[src/rtl/serial_tx.sv]
`default_nettype none
// ============================================================================
// Module   : serial_tx
// Purpose  : Parallel-to-serial transmitter. Accepts one DATAWIDTH-bit word
//            over a valid/ready handshake, shifts it out one bit per clock on
//            a framed serial line, then pulses done for one cycle.
// Ports    : Clk      - clock, rising edge
//            Rst      - synchronous active-high reset
//            d        - parallel word, sampled on the accepting edge only
//            d_valid  - producer offers d
//            d_ready  - high only while idle
//            sdata    - serial bit, 0 whenever sframe is 0
//            sframe   - high for DATAWIDTH consecutive cycles per word
//            done     - one-cycle pulse after the last bit
// Revision : 1.0 - initial release
// ============================================================================
module serial_tx #(
   parameter int DATAWIDTH = 2,
   parameter bit MSB_FIRST = 1'b1
) (
   input  logic                 Clk,
   input  logic                 Rst,
   input  logic [DATAWIDTH-1:0] d,
   input  logic                 d_valid,
   output logic                 d_ready,
   output logic                 sdata,
   output logic                 sframe,
   output logic                 done
);

   // A one-bit word still needs a one-bit counter.
   localparam int                c_CNT_W = (DATAWIDTH > 1) ? $clog2(DATAWIDTH) : 1;
   localparam logic [c_CNT_W-1:0] c_LAST  = c_CNT_W'(DATAWIDTH - 1);
   localparam logic [c_CNT_W-1:0] c_ONE   = c_CNT_W'(1);

   typedef enum logic [1:0] {
      IDLE  = 2'd0,
      SHIFT = 2'd1,
      DONE  = 2'd2
   } state_t;

   state_t               r_state;
   state_t               w_next_state;
   logic [DATAWIDTH-1:0] r_shreg;
   logic [c_CNT_W-1:0]   r_cnt;
   logic                 w_head;

   // Head bit of the shift register in send order.
   generate
      if (MSB_FIRST) begin : g_msb_first
         assign w_head = r_shreg[DATAWIDTH-1];
      end else begin : g_lsb_first
         assign w_head = r_shreg[0];
      end
   endgenerate

   // State register plus datapath (shift register and bit counter).
   always_ff @(posedge Clk) begin
      if (Rst) begin
         r_state <= IDLE;
         r_shreg <= '0;
         r_cnt   <= '0;
      end else begin
         r_state <= w_next_state;
         case (r_state)
            IDLE: begin
               if (d_valid) begin
                  r_shreg <= d;
                  r_cnt   <= '0;
               end
            end
            SHIFT: begin
               // Zero-fill shift moves the next bit into the head position.
               if (MSB_FIRST) begin
                  r_shreg <= r_shreg << 1;
               end else begin
                  r_shreg <= r_shreg >> 1;
               end
               if (r_cnt != c_LAST) begin
                  r_cnt <= r_cnt + c_ONE;
               end
            end
            default: begin
            end
         endcase
      end
   end

   // Next state and outputs; outputs depend on registered state only.
   always_comb begin
      w_next_state = r_state;
      d_ready      = 1'b0;
      sframe       = 1'b0;
      sdata        = 1'b0;
      done         = 1'b0;
      case (r_state)
         IDLE: begin
            d_ready = 1'b1;
            if (d_valid) begin
               w_next_state = SHIFT;
            end
         end
         SHIFT: begin
            sframe = 1'b1;
            sdata  = w_head;
            if (r_cnt == c_LAST) begin
               w_next_state = DONE;
            end
         end
         DONE: begin
            done         = 1'b1;
            w_next_state = IDLE;
         end
         default: begin
            w_next_state = IDLE;
         end
      endcase
   end

endmodule
`default_nettype wire

[config.mk]
export PLATFORM = sky130hd
export DESIGN_NAME = serial_tx
export DESIGN_NICKNAME = d
export VERILOG_FILES = /design/src/rtl/serial_tx.sv
export SDC_FILE = /design/constraint.sdc
export NUM_CORES = 1
export LEC_CHECK = 0
export CAP_MARGIN = 20
export CORE_AREA = 3 3 40 42
export CTS_BUF_LIST = sky130_fd_sc_hd__clkbuf_4
export CTS_CLUSTER_SIZE = 28
export DETAILED_ROUTE_END_ITERATION = 7
export DIE_AREA = 0 0 43 45
export GPL_TIMING_DRIVEN = 0
export RECOVER_POWER = 25
export SETUP_SLACK_MARGIN = 0.5
export SKIP_LAST_GASP = 1
export SLEW_MARGIN = 20
export SYNTH_ARGS = -nofsm -noshare
export SYNTH_HDL_FRONTEND = slang
export SYNTH_SLANG_ARGS = --single-unit
[constraint.sdc]
create_clock -name Clk -period 1.4 [get_ports Clk]
set_clock_uncertainty 0.15 [all_clocks]
set_input_delay 0.28 -clock Clk [delete_from_list [all_inputs] [get_ports Clk]]
set_output_delay 0.28 -clock Clk [all_outputs]
set_load 0.02 [all_outputs]
==> out/results.txt <==
status: complete, but fails checks
failing checks: setup timing
Post-Place Cell Area: 327 um^2
antenna cells: 0
Max Cap Viol: 0
net count reported at finish: 50
total power: 0.468 mW
design area: 478 um^2
All-Layer GR Usage: 8.42%
drt via density: 4.12
hpwl dp: 357 um
final hold vios: 0
Initial Util: 16.6%
Netlist cell types: 15
CP required: 970 ps
most frequent cells in the layout: buf_6, buf_4, clkbuf_4
Synth Area in Adders: 0%
worst reg2reg startpoint: r_state[1]
wire length on met1: 247 um
largest family of logic cells by synthesized area: simple AND/OR/NAND/NOR gates
area grow syn2layout: 125%
root buf cell: clkbuf_4
Worst Hold Launch: Rst
Critical Path AT: 1000 ps
register area share after synthesis: 47.1%
fraction of layout cells with a size suffix above 1: 65.9%
WL/cell: 10.4 um
TritonCTS Buffers: 3
Worst-path clk slew: 40 ps
P_leak: 0.219 nW
WL met2: 271 um
metal3 WL: 62 um
Worst VDD drop: 0.372 mV
largest net degree at the start of global routing: 6
final max-slew violation count: 0
PortBufs: 8
Yosys warnings: 0
Peak Freq: 698 MHz
number of hold buffers added after CTS: 0
Tmin final: 1430 ps
Initial DRC Count: 0
first-pass GRT wire length: 1.11 mm
Core Region: 1280 um^2
Psw: 0.119 mW
Seq pwr share: 34.5%
Mapped Nets: 29
startpoint types: register
Hold Path Class: input port to register
mux cell area share after synthesis: 5.29%
most common cell after layout, fill and taps aside: buf_6
fin cells: 59
Setup CP Type: register to output pin
grt ovf: 0
Slew Limit Headroom: 81.4%
XOR/XNOR Fraction of Synth Area: 0%
number of global-route vias before repair: 284
Syn Area/Cell: 8.86 um^2
DR pass1 iterations: 1
worst hold slack: 223 ps
Place WS: -284 ps
final setup margin: -31.9 ps
row cnt: 13
DIE HEIGHT: 45 um
Switching Share: 25.5%
critical path endpoint category: output pin
Syn Std Cell Area: 213 um^2
fin crit share: 102%
Pwr Density: 979 nW/um^2
Clk Latency, worst-skew pair: 250 ps
RSZ-0062 raised after global routing: yes
maximum clock insertion buffer count: 2
Yosys reg bits: 5
combinational share of power: 24.7%
CP startpoint: r_state[1]
Synth Area in Simple Gates: 32.4%
die width: 43 um
crit path max fanout: 4
residual DRC count: 0
Final Util: 37.2%
dpl cells: 47
final wirelength: 611 um
Synth Area in Compound Gates: 11.8%
Power Internal: 0.348 mW
top-level port count: 9
top sig layer: met4
CTS tree: built
Mapped Cells: 24
endpoints failing setup: 1
antenna violations before repair: 0
Vias: 243
die area: 1940 um^2
setup TNS: -31.9 ps
GPL Wtd Cong: 0.647
Num Clock Sinks: 5
H-Tree Depth: 1
worst-margin pin slew: 279 ps
DRT antenna net count: 0
Clock Power Share: 40.8%
## layout make-up
class	count	area [um^2]
sequential	5	108
timing repair buffer	16	151
fill	146	807
tap	15	18.8
inverter	2	10.0
multi-input combinational	17	160
clock buffer	4	30.0
## power groups by stage
stage / registers (mW) / logic (mW) / clock network, mW
floorplan: 0.164 / 0.0400 / 0
global placement: 0.166 / 0.0706 / 0
detailed placement: 0.166 / 0.0711 / 0
CTS: 0.160 / 0.102 / 0.201
global route: 0.163 / 0.125 / 0.209
finish: 0.161 / 0.115 / 0.191
## registers in the layout, indices dropped and copies added, names as in the netlist
name / flops
r_shreg: 2
r_state: 2
r_cnt: 1
## synth_stat cells
| cell type | n | share of area (%) |
|---|---|---|
| a21oi_1 | 2 | 4.7 |
| and2_1 | 1 | 2.9 |
| dfxtp_1 | 5 | 47 |
| inv_1 | 2 | 3.5 |
| mux2_2 | 1 | 5.3 |
| nand2b_1 | 1 | 2.9 |
| nand2b_2 | 1 | 4.1 |
| nand3_1 | 1 | 2.4 |
| nor2_1 | 3 | 5.3 |
| nor2b_1 | 1 | 2.9 |
| nor3_1 | 1 | 2.4 |
| nor3b_1 | 1 | 3.5 |
| nor4_1 | 2 | 5.9 |
| o21ai_0 | 1 | 2.4 |
| o21ba_1 | 1 | 4.7 |
## what timing repair did
item                                    in CTS  in global routing
resized for setup                           33                  6
endpoints found under the setup margin       9                  9
pin swaps                                    4                  3
setup buffers                                7                  1
cloned                                       0                  0
## routing by layer
layer	vias to the layer above	GRT usage, %
met5	-	0
li1	122	-
met1	106	8.21
met3	3	2.79
met4	0	10.8
met2	12	12.6
## worst max-delay path, stage by stage (launching register included)
cell      delay [ps]
dfxtp_4          340
nand2b_4         150
inv_4             40
and2_4           120
buf_6            100
## path summary, 6_finish.rpt
check / to / slack (ps) / depth (start not counted)
worst min register to register: r_cnt / 330 / 2
worst max-delay path: sdata / -30 / 4
worst min-delay path: r_state[0] / 220 / 2
worst max register to register: r_shreg[1] / 130 / 5
## kinds of logic after synthesis
logic type / Yosys count
simple gates: 12
flops: 5
compound gates: 4
buf+inv: 2
mux: 1
(Power assumes the default switching activity.)
